### src/rtl/enc_frame_tx.sv
// enc_frame_tx: framed plaintext byte source for verify. Each byte is encrypted in S1
// and hashed into S2; frames optionally close with an XOR-digest trailer beat.
module enc_frame_tx #(
    parameter int unsigned MAX_LEN      = 64,
    parameter bit          EMIT_TRAILER = 1'b1
) (
    input  logic        clk,
    input  logic        rst,
    input  logic        in_valid,
    output logic        in_ready,
    input  logic [7:0]  in_data,
    input  logic        in_last,
    output logic        out_valid,
    input  logic        out_ready,
    output logic [7:0]  out_plain,
    output logic [7:0]  out_cipher,
    output logic [7:0]  out_hash,
    output logic        out_trailer,
    output logic        out_last,
    output logic        out_err,
    output logic [15:0] frames_sent,
    output logic [1:0]  fsm_state
);

    // Handshake: a beat moves on the rising edge where valid && ready are both high.
    // valid never depends on ready, and a presented beat holds steady until it moves.

    typedef enum logic [1:0] {
        IDLE    = 2'd0,
        FRAME   = 2'd1,
        TRAILER = 2'd2
    } state_t;

    localparam logic [15:0] MAX_LEN_W = 16'(MAX_LEN);

    function automatic logic [7:0] encrypt_byte(input logic [7:0] p);
        return {p[3:0], p[7:4]} ^ 8'hA5;
    endfunction

    function automatic logic [7:0] hash_byte(input logic [7:0] c);
        return c + 8'h3C;
    endfunction

    state_t      state;
    state_t      state_next;

    logic        s1_valid;
    logic [7:0]  s1_plain;
    logic [7:0]  s1_cipher;
    logic        s1_last;
    logic        s1_trailer;
    logic        s1_err;

    logic [7:0]  digest;
    logic [15:0] len;
    logic        trail_err;

    logic        s2_load;
    logic        s1_load_ok;
    logic        s1_advance;
    logic        accept;
    logic        trailer_load;
    logic [15:0] len_next;
    logic        hit_max;
    logic        final_byte;
    logic        forced;

    always_comb begin
        s2_load      = !out_valid || out_ready;
        s1_advance   = s1_valid && s2_load;
        s1_load_ok   = !s1_valid || s2_load;
        in_ready     = s1_load_ok && (state != TRAILER);
        accept       = in_valid && in_ready;
        len_next     = len + 16'd1;
        hit_max      = (len_next == MAX_LEN_W);
        final_byte   = in_last || hit_max;
        forced       = hit_max && !in_last;
        trailer_load = (state == TRAILER) && s1_load_ok;
        state_next   = state;
        case (state)
            IDLE, FRAME: begin
                if (accept) begin
                    if (final_byte) state_next = EMIT_TRAILER ? TRAILER : IDLE;
                    else            state_next = FRAME;
                end
            end
            TRAILER: if (trailer_load) state_next = IDLE;
            default: state_next = IDLE;
        endcase
    end

    assign fsm_state = state;

    always_ff @(posedge clk) begin
        if (rst) state <= IDLE;
        else     state <= state_next;
    end

    // S1: a data byte and the trailer never compete, since input is closed in TRAILER.
    always_ff @(posedge clk) begin
        if (rst) begin
            s1_valid   <= 1'b0;
            s1_plain   <= 8'd0;
            s1_cipher  <= 8'd0;
            s1_last    <= 1'b0;
            s1_trailer <= 1'b0;
            s1_err     <= 1'b0;
        end else if (accept) begin
            s1_valid   <= 1'b1;
            s1_plain   <= in_data;
            s1_cipher  <= encrypt_byte(in_data);
            s1_last    <= final_byte && !EMIT_TRAILER;
            s1_trailer <= 1'b0;
            s1_err     <= forced;
        end else if (trailer_load) begin
            s1_valid   <= 1'b1;
            s1_plain   <= digest;
            s1_cipher  <= encrypt_byte(digest);
            s1_last    <= 1'b1;
            s1_trailer <= 1'b1;
            s1_err     <= trail_err;
        end else if (s1_advance) begin
            s1_valid   <= 1'b0;
        end
    end

    always_ff @(posedge clk) begin
        if (rst) begin
            digest    <= 8'd0;
            len       <= 16'd0;
            trail_err <= 1'b0;
        end else if (accept) begin
            if (final_byte && !EMIT_TRAILER) begin
                digest <= 8'd0;
                len    <= 16'd0;
            end else begin
                digest <= digest ^ in_data;
                len    <= len_next;
            end
            trail_err <= forced;
        end else if (trailer_load) begin
            digest    <= 8'd0;
            len       <= 16'd0;
            trail_err <= 1'b0;
        end
    end

    // S2 keeps its payload when it empties so the port only changes on a load.
    always_ff @(posedge clk) begin
        if (rst) begin
            out_valid   <= 1'b0;
            out_plain   <= 8'd0;
            out_cipher  <= 8'd0;
            out_hash    <= 8'd0;
            out_trailer <= 1'b0;
            out_last    <= 1'b0;
            out_err     <= 1'b0;
        end else if (s2_load) begin
            out_valid <= s1_valid;
            if (s1_valid) begin
                out_plain   <= s1_plain;
                out_cipher  <= s1_cipher;
                out_hash    <= hash_byte(s1_cipher);
                out_trailer <= s1_trailer;
                out_last    <= s1_last;
                out_err     <= s1_err;
            end
        end
    end

    always_ff @(posedge clk) begin
        if (rst)                                  frames_sent <= 16'd0;
        else if (out_valid && out_ready && out_last) frames_sent <= frames_sent + 16'd1;
    end

endmodule
### config.mk
export PLATFORM = sky130hd
export DESIGN_NAME = enc_frame_tx
export DESIGN_NICKNAME = d
export VERILOG_FILES = /design/src/rtl/enc_frame_tx.sv
export SDC_FILE = /design/constraint.sdc
export NUM_CORES = 1
export LEC_CHECK = 0
export ABC_CLOCK_PERIOD_IN_PS = 3050
export BUFFER_PORTS_ARGS = -buffer_cell sky130_fd_sc_hd__buf_2
export CAP_MARGIN = 20
export CORE_ASPECT_RATIO = 0.6
export CORE_UTILIZATION = 54
export CTS_CLUSTER_DIAMETER = 60
export DETAILED_ROUTE_END_ITERATION = 7
export PLACE_DENSITY = 0.77
export SLEW_MARGIN = 20
export SYNTH_ARGS = -nofsm -noshare
export SYNTH_HDL_FRONTEND = slang
export SYNTH_SLANG_ARGS = --single-unit
### constraint.sdc
create_clock -name clk -period 3.05 [get_ports clk]
set_clock_uncertainty 0.15 [all_clocks]
set_input_delay 0.1525 -clock clk [delete_from_list [all_inputs] [get_ports clk]]
set_output_delay 0.1525 -clock clk [all_outputs]
set_load 0.02 [all_outputs]
==> summary.txt, run 1 <==
Run status
  – Status: completed

Synthesis
  – Top cells by area, synth: dfxtp_1 (44%), nand2_1 (6.6%), a21oi_1 (6.5%)
  – Mapped cell area: 0.00360 mm2
  – Synth Register Bits: 79
  – Post-synth top area share: 43.9%
  – Fraction of registers with async set/reset: 0%
  – Distinct cells, synth: 50
  – Area leader, netlist: dfxtp_1
  – Sequential-to-total area share from yosys stat: 43.9%
  – Synthesis warning total: 0
  – Mapped Cells: 449
  – Synth Area per Inst: 8.02 um2
  – Post-Syn Nets: 465
  – EDFF count, synth: 0
  – Top FF cell, synth: dfxtp_1

Clock tree
  – Max Buffers Root-to-Sink: 2
  – Clk_lat worst skew: 0.36 ns
  – Htree depth: 3
  – CTS clock-pin slew for the worst setup and hold paths: 0.08 ns
  – Inserted Clock Buffers: 9
  – Root cell of the clock tree: clkbuf_8
  – TritonCTS clock tree: built
  – Post CTS Setup Buffer Count: 0
  – Clock sinks: 79
  – CTS hold repair buffers: 8
  – Post-CTS sizing: 0

Worst hold path
  – Hold crit path type: in2reg

STA
  – Post-route minimum period: 2.70 ns
  – Worst-margin pin slew: 0.809 ns
  – Setup TNS: 0 ns
  – Setup-failing EPs final: 0
  – Hold_ws: 0.0586 ns
  – Final worst path period share: 88.6%
  – RSZ-0062 raised after global routing: no
  – Slew Limit Fails: 0
  – Slew HR: 46.1%
  – Hold Fails Final Rpt: 0
  – Max Clock Freq: 370 MHz

Worst setup path
  – WP data required: 3.16 ns
  – Crit. End Element: flop
  – CP Class: reg2reg
  – Worst path max stage delay: 0.63 ns
  – Arr. time, crit path: 2.81 ns
  – FF-to-FF setup slack: 0.35 ns
  – CP Launch Type: flop
  – Slowest-stage cell, CP: or4_1
  – Critical-path cell list: ha_1 > nand2_1 > or4_1 > mux2i_1 > a2111o_1 > a221o_1
  – CP max FO: 7

Global routing
  – GRT overflow: 0
  – Initial antenna violation count: 0
  – Total track usage: 25.5%
  – Largest net degree at the start of global routing: 57
  – Vias in the first global route: 2913
  – First-pass GRT wire length: 13.8 mm

Floorplanning
  – Initial Utilization: 57.4%
  – Row Count: 22
  – Ports: 60
  – Die width: 107 um
  – Die area: 0.00701 mm2
  – Core Region: 0.00628 mm2
  – Die H: 65.3 um

Power and ir drop
  – Flop pwr share: 52.4%
  – Total power: 2.11 mW
  – Switching power: 553 uW
  – Internal: 1.55 mW
  – Sw frac: 26.3%
  – Leakage: 1.59 nW
  – Pwr per Cell Area: 506 mW/mm2
  – Clock Power Share: 36.6%
  – Part of the power in combinational logic: 10.9%
  – Maximum vdd drop: 0.307 mV

Routing
  – Met1 wire length: 4.30 mm
  – Wirelength per Cell: 14.4 um
  – Routed Antenna Nets: 0
  – Via count: 3346
  – Vias per inst: 5.70
  – WL met2: 3.50 mm
  – Highest Signal Layer: met4
  – # DRC: 0
  – DRT iter0 DRCs: 224
  – Met3 wire len: 554 um
  – Routed WL: 8.47 mm
  – TritonRoute pass-1 iters: 5

Placement
  – Detailed placement HPWL: 5.76 mm
  – GPL Wtd Cong: 0.906
  – Port Buf Inserts: 59

Layout
  – Share of layout cells above drive strength 1: 16.9%
  – Nets@finish: 515
  – ANT cells: 0
  – Area grow syn2layout: 15.6%
  – Fill count: 566

Run
  – MaxCap Viol Count: 0
[final timing paths]
| check | startpoint | to | depth (start not counted) |
|---|---|---|---|
| setup / recovery | len[0]$_SDFFE_PP0P_ | fsm_state[0]$_SDFFE_PP0P_ | 6 |
| hold / removal | in_data[6] | s1_plain[6]$_SDFFE_PP0P_ | 3 |
| setup reg to reg | len[0]$_SDFFE_PP0P_ | fsm_state[0]$_SDFFE_PP0P_ | 6 |
| hold reg to reg | s1_plain[5]$_SDFFE_PP0P_ | out_plain[5]$_SDFFE_PP0P_ | 2 |
[logic make-up (layout without fill, tap and decap cells)]
family / Yosys count / count (layout) / share of synthesized area (%)
adders and majority gates: 3 / 3 / 1.04
xor gates and xnor gates: 19 / 19 / 4.62
DFF: 79 / 79 / 43.9
buffers and inverters: 42 / 96 / 5.52
and+or+nand+nor: 200 / 200 / 26.9
AOI/OAI and AO/OA: 104 / 104 / 17.4
muxes: 2 / 2 / 0.556
[through the flow]
step | cell area (um2) | worst slack [ns] | utilization (%) | std cells
floorplan | 3600 | 0.637 | - | 449
global placement | 3890 | 0.470 | 62.1 | 564
detailed placement | 3890 | 0.377 | 62.1 | 564
CTS | 4160 | 0.363 | 66.3 | 587
global route | 4160 | 0.231 | 66.3 | 587
finish | 4160 | 0.348 | 66.3 | 587
[critical path: cells and delay by family, from the launching register on]
kind / cells / cell delay [ns]
compound gates: 2 / 0.78
fa+ha+maj: 1 / 0.28
flops: 1 / 0.43
mux: 1 / 0.16
simple gates: 2 / 0.79
[synth_stat cells, types with 4 or more instances]
| library cell | n |
|---|---|
| a311oi_1 | 8 |
| and3_1 | 4 |
| nand3_1 | 21 |
| nor3_1 | 13 |
| xnor2_1 | 12 |
| nand2_1 | 63 |
| a211oi_1 | 7 |
| a21oi_1 | 47 |
| nand4_1 | 11 |
| inv_1 | 8 |
| or3_1 | 7 |
| nor2_1 | 45 |
| nor4_1 | 5 |
| clkbuf_1 | 23 |
| buf_4 | 8 |
| nor2b_1 | 4 |
| xor2_1 | 7 |
| nand3b_1 | 4 |
| o21ai_1 | 5 |
| dfxtp_1 | 79 |
| o21ai_0 | 20 |
| and2_1 | 4 |
[power by group through the flow]
stage	sequential (mW)	clock, mW	combinational, mW
CTS	1.10	0.782	0.230
global placement	1.12	0	0.216
detailed placement	1.13	0	0.221
floorplan	1.14	0	0.138
global route	1.11	0.819	0.256
finish	1.10	0.772	0.230
[placed cells by master (no fill, tap or decap), types with 3 or more instances in the layout]
cell type      synthesis  final
a211oi_1               7      7
a21oi_1               47     47
a311oi_1               8      8
a31oi_1                3      3
and2_1                 4      4
and3_1                 4      4
buf_2                  1     59
buf_4                  8      5
clkbuf_8               1     10
dfxtp_1               79     79
dlygate4sd3_1          0      8
ha_1                   3      3
inv_1                  8      8
nand2_1               63     63
nand3_1               21     21
nand3b_1               4      4
nand4_1               11     11
nor2_1                45     45
nor2b_1                4      4
nor3_1                13     12
nor3b_1                3      3
nor4_1                 5      5
o21ai_0               20     20
o21ai_1                5      5
or2_2                  3      3
or3_1                  7      7
xnor2_1               12     12
xor2_1                 7      7
[layout make-up]
cell class	count	area, um2	area share (%)
clock inverters	3	43.8	1.05
clock buffers	12	145	3.49
repair buffers	73	433	10.4
multi-input cells	328	1830	43.8
inverters	8	30.0	0.721
well taps	84	105	2.52
flip-flops and latches	79	1580	38.0
[layer usage]
layer  vias to the layer above  track usage, %
li1                       1689               -
met1                      1528            36.1
met2                       115            37.5
met3                        14            6.65
met4                         0            8.73
met5                         -               0
[state kept, by name, indices dropped and copies added, names as in the netlist]
signal,count
digest,8
frames_sent,16
fsm_state,2
len,16
out_cipher,5
out_err,1
out_hash,6
out_last,1
out_plain,7
out_valid,1
s1_cipher,5
s1_err,1
s1_plain,7
s1_trailer,1
s1_valid,1
trail_err,1
(Power assumes the default switching activity.)
==> run 2: changes to the inputs <==
- CTS_BUF_LIST: default -> sky130_fd_sc_hd__clkbuf_2
- RECOVER_POWER: default -> 100
==> run 2 against run 1 <==
Net effect:
- clock-buffer cell count fell by 1
- wire length rose by 3.2%
- first-iteration DRC count down 14%
- global-route usage grew 0.74 points
- worst setup slack got worse by 0.20 ns
- non-clock buffer count is 9 higher
- via count grew 1.8%
- sequential share of layout area grew 0.87 points
- largest power group unchanged
==> summary.txt, run 2 (synthesis results as in run 1) <==
Global routing
  – GRT overflow: 0
  – M3 GR Usage: 7.64%
  – Initial antenna violation count: 0
  – Largest net degree at the start of global routing: 57
  – Total track usage: 26.3%
  – First-pass GRT wire length: 14.1 mm
  – GR peak layer: met2
  – M1 GR Usage: 36.5%
  – Vias in the first global route: 2981
  – Grt met2 use: 39.1%

STA
  – Hold_ws: 0.195 ns
  – Final worst path period share: 95.2%
  – RSZ-0062 raised after global routing: no
  – Post-route minimum period: 2.90 ns
  – Setup TNS: 0 ns
  – Slew Limit Fails: 0
  – Max Clock Freq: 344 MHz
  – Setup-failing EPs final: 0
  – Slew HR: 19.2%
  – Hold Fails Final Rpt: 0
  – Worst-margin pin slew: 1.21 ns
  – Final WS setup: 0.146 ns

Layout
  – Most common cell after layout, fill and taps aside: dfxtp_1
  – Area occupied by multi-input gates: 0.00183 mm2
  – Final Non-Filler Cells: 596
  – Biggest regs: frames_sent: 16 flops, len: 16 flops, digest: 8 flops
  – Final instance area: 0.00409 mm2
  – Share of layout cells above drive strength 1: 7.81%
  – Final core occ: 65.2%
  – Area grow syn2layout: 13.6%
  – Most frequent cells in the layout: dfxtp_1 (77), nand2_1 (62), clkbuf_1 (52)
  – Nets@finish: 524
  – Register area: 0.00159 mm2
  – Fill count: 592
  – ANT cells: 0

Worst setup path
  – Crit. End Element: flop
  – FF-to-FF setup slack: 0.15 ns
  – CP Class: reg2reg
  – CP Launch Type: flop
  – WP data required: 3.42 ns
  – CP max FO: 7
  – Arr. time, crit path: 3.28 ns

Placement
  – DP Cell Count: 564
  – GPL Wtd Cong: 0.906
  – Detailed placement HPWL: 5.76 mm
  – Worst slack, placed: 0.377 ns
  – Port Buf Inserts: 59
  – Post-DP Area: 0.00389 mm2

Clock tree
  – Clock sinks: 79
  – TritonCTS clock tree: built
  – Inserted Clock Buffers: 9
  – Max Buffers Root-to-Sink: 2
  – Clk_lat worst skew: 0.56 ns
  – Htree depth: 3
  – CTS clock-pin slew for the worst setup and hold paths: 0.23 ns
  – Root cell of the clock tree: clkbuf_2

Routing
  – # DRC: 0
  – Routed WL: 8.75 mm
  – Via count: 3405
  – Wirelength per Cell: 14.7 um
  – DRT iter0 DRCs: 193
  – Vias per inst: 5.71
  – Routed Antenna Nets: 0
  – TritonRoute pass-1 iters: 4

Floorplanning
  – Die width: 107 um
  – Row Count: 22
  – Die area: 0.00701 mm2
  – Die H: 65.3 um
  – Ports: 60
  – Initial Utilization: 57.4%
  – Core Region: 0.00628 mm2

Run status
  – Status: completed

Power and ir drop
  – Pwr per Cell Area: 461 mW/mm2
  – Total power: 1.89 mW
  – Maximum vdd drop: 0.238 mV
  – Leakage: 1.39 nW

Worst hold path
  – Hold crit path type: in2reg

Run
  – MaxCap Viol Count: 0
[run 2: cell types whose count changed in the layout (fill, tap and decap cells not counted), moves of 2 or more]
cell           before  now
buf_2              59   11
buf_4               5    2
clkbuf_1            2   52
clkbuf_2            0   12
clkbuf_8           10    0
dfxtp_1            79   77
dfxtp_4             0    2
dlygate4sd3_1       8   16
o21ai_0            20   23
o21ai_1             5    1
[run 2: timing repair]
action                     4_1_cts  5_1_grt
hold endpoints to repair        42        0
resized for setup                0        8
setup buffers                    0        1
setup endpoints to repair        0        1
hold buffers                    16        0
[run 2: final cells by class]
cell class,instances,area share [%]
Multi-Input combinational cell,328,44.8
Sequential cell,79,38.8
Clock inverter,4,1.16
Inverter,8,0.734
Clock buffer,11,1.35
Tap cell,84,2.57
Timing Repair Buffer,82,10.5
[run 2: final timing paths]
path | start | to | depth (start not counted)
max | len[0]$_SDFFE_PP0P_ | fsm_state[1]$_SDFFE_PP0P_ | 7
min | in_data[3] | s1_cipher[7]$_SDFFE_PP0P_ | 3
max reg2reg | len[0]$_SDFFE_PP0P_ | fsm_state[1]$_SDFFE_PP0P_ | 7
min reg2reg | s1_plain[5]$_SDFFE_PP0P_ | out_plain[5]$_SDFFE_PP0P_ | 2
[run 2: worst max-delay path: stages, from the launching register on]
cell and delay (ns):
dfxtp_4 0.42, ha_2 0.24, nand2_2 0.11, or4_4 0.56, mux2i_1 0.14, a2111o_1 0.49
o21ai_2 0.18, dlygate4sd3_1 0.59
[run 2: per-layer routing]
metal / wire length [um] / vias to the layer above / share of wire [%]
met5: 0 / - / 0
met4: 106 / 0 / 1.2
met3: 543 / 12 / 6.2
met2: 3710 / 106 / 42
met1: 4380 / 1579 / 50
li1: - / 1708 / -
[run 2: where the power goes]
group	switching [mW]	internal, mW	total [mW]
clock	0.358	0.189	0.547
sequential	0.0340	1.07	1.11
combinational	0.148	0.0820	0.230
==> run 3: changes to the inputs <==
- CORE_ASPECT_RATIO: 0.6 -> 1.2
==> run 3 against run 2 <==
Net effect:
- the flow now finishes with violations (max-capacitance violations, max-slew violations)
- sequential share of layout area is 0.11 points lower
- clock power up 14%
- wire length down 12%
- critical path depth is the same
- sequential cell count is the same
- critical endpoint unchanged
- largest cell class unchanged
- largest power group unchanged
==> summary.txt, run 3 (synthesis results as in run 1) <==
Worst setup path
  – Worst path max stage delay: 0.61 ns
  – CP Launch Type: flop
  – Arr. time, crit path: 3.23 ns
  – Critical-path cell list: ha_1 > nand2_1 > or4_1 > mux2i_1 > a2111o_1 > o21ai_1 > dlygate4sd3_1
  – CP max FO: 7
  – Worst r2r src: len[0]$_SDFFE_PP0P_
  – CP Class: reg2reg
  – Slowest-stage cell, CP: or4_1
  – WP data required: 3.37 ns
  – CP startpoint: len[0]$_SDFFE_PP0P_
  – Crit. End Element: flop

Layout
  – Area occupied by multi-input gates: 0.00183 mm2
  – Register area: 0.00158 mm2
  – Final Non-Filler Cells: 594
  – Most common cell after layout, fill and taps aside: dfxtp_1
  – Share of layout cells above drive strength 1: 7.47%
  – Area grow syn2layout: 13.4%
  – Nets@finish: 521
  – Fill count: 597
  – Biggest regs: frames_sent: 16 flops, len: 16 flops, digest: 8 flops
  – ANT cells: 0
  – Most frequent cells in the layout: dfxtp_1 (79), nand2_1 (63), clkbuf_1 (50)

STA
  – Final worst path period share: 95.3%
  – Post-route minimum period: 2.91 ns
  – Slew HR: -15.4%
  – RSZ-0062 raised after global routing: no
  – Setup TNS: 0 ns
  – Setup-failing EPs final: 0
  – Max Clock Freq: 344 MHz
  – Slew Limit Fails: 41
  – Worst-margin pin slew: 1.73 ns
  – Hold Fails Final Rpt: 0

Routing
  – Routed Antenna Nets: 0
  – Routed WL: 7.73 mm
  – # DRC: 0
  – Wirelength per Cell: 13.0 um
  – Vias per inst: 5.59
  – DRT iter0 DRCs: 199
  – TritonRoute pass-1 iters: 4
  – Via count: 3323

Worst hold path
  – Hold crit path type: in2reg
  – HP Start: in_data[3]

Power and ir drop
  – Sw frac: 26.9%
  – Maximum vdd drop: 0.270 mV
  – Leakage: 1.39 nW
  – Flop pwr share: 56.6%
  – Clock Power Share: 32.0%
  – Part of the power in combinational logic: 11.4%
  – Internal: 1.43 mW
  – Pwr per Cell Area: 478 mW/mm2
  – Switching power: 526 uW

Run status
  – Status: finished, violations left
  – Failing checks: max-capacitance violations, max-slew violations

Clock tree
  – Root cell of the clock tree: clkbuf_2
  – Htree depth: 3
  – Inserted Clock Buffers: 9
  – Clk_lat worst skew: 0.50 ns
  – Clock sinks: 79
  – Post CTS Setup Buffer Count: 0
  – Max Buffers Root-to-Sink: 2
  – CTS hold repair buffers: 13
  – TritonCTS clock tree: built
  – Post-CTS sizing: 0
  – CTS clock-pin slew for the worst setup and hold paths: 0.21 ns

Global routing
  – Total track usage: 22.7%
  – First-pass GRT wire length: 12.8 mm
  – Vias in the first global route: 2944
  – Largest net degree at the start of global routing: 41
  – GRT overflow: 0
  – Initial antenna violation count: 0

Placement
  – Detailed placement HPWL: 5.30 mm
  – DP Cell Count: 566
  – GPL Wtd Cong: 0.860
  – Port Buf Inserts: 59

Floorplanning
  – Row Count: 32
  – Ports: 60
  – Initial Utilization: 55.9%
  – Die H: 91.5 um
  – Die area: 0.00700 mm2
  – Core Region: 0.00645 mm2
  – Die width: 76.5 um

Run
  – MaxCap Viol Count: 1
run 3: cell count changes in the layout (fill, tap and decap cells not counted), moves of 2 or more:
cell	delta
dfxtp_1	+2
dfxtp_4	-2
buf_4	+2
o21ai_1	+2
clkbuf_1	-2
dlygate4sd3_1	-3
run 3: path summary, 6_finish.rpt:
kind | slack [ns] | to | cells after the start
setup / recovery | 0.14 | fsm_state[1]$_SDFFE_PP0P_ | 7
hold / removal | 0.28 | s1_cipher[7]$_SDFFE_PP0P_ | 3
setup reg to reg | 0.14 | fsm_state[1]$_SDFFE_PP0P_ | 7
hold reg to reg | 0.30 | out_plain[3]$_SDFFE_PP0P_ | 2
run 3: area by class of cell:
cell class                 count  area share (%)
clock buffer                  10            1.23
clock inverter                 5            1.99
sequential                    79            38.7
tap                           85            2.60
inverter                       8           0.736
timing repair buffer          79            9.99
multi-input combinational    328            44.7
run 3: stage by stage:
stage / worst slack (ns) / util [%] / total power, mW / hold slack (ns) / area (um2)
finish: 0.142 / 63.3 / 1.95 / 0.278 / 4080
global placement: 0.530 / 60.4 / 1.34 / 0.248 / 3890
detailed placement: 0.475 / 60.4 / 1.34 / 0.249 / 3890
global route: 0.0169 / 63.3 / 2.04 / 0.290 / 4080
floorplan: 0.637 / - / 1.28 / 0.108 / 3600
CTS: 0.155 / 64.4 / 1.98 / 0.242 / 4150
run 3: critical path, delay by kind of cell (launching register included):
kind | cells | cell delay [ns]
adder cells (fa/ha/maj) | 1 | 0.27
flip-flops | 1 | 0.46
AO/OA/AOI/OAI | 2 | 0.54
multiplexers | 1 | 0.16
buffers and inverters | 1 | 0.55
AND/OR/NAND/NOR | 2 | 0.75
run 3: power groups by stage:
stage | clock (mW) | combinational (mW) | sequential, mW
after global placement | 0 | 0.212 | 1.12
after CTS | 0.641 | 0.229 | 1.11
after global routing | 0.678 | 0.247 | 1.11
after floorplan | 0 | 0.138 | 1.14
after detailed placement | 0 | 0.215 | 1.13
final | 0.625 | 0.222 | 1.11
run 3: layer usage:
metal | vias to the layer above | GRT usage, % | wire (um)
met5 | - | 0 | 0
met2 | 86 | 41.0 | 3750
met3 | 8 | 3.02 | 389
li1 | 1698 | - | -
met1 | 1531 | 26.8 | 3500
met4 | 0 | 9.29 | 82
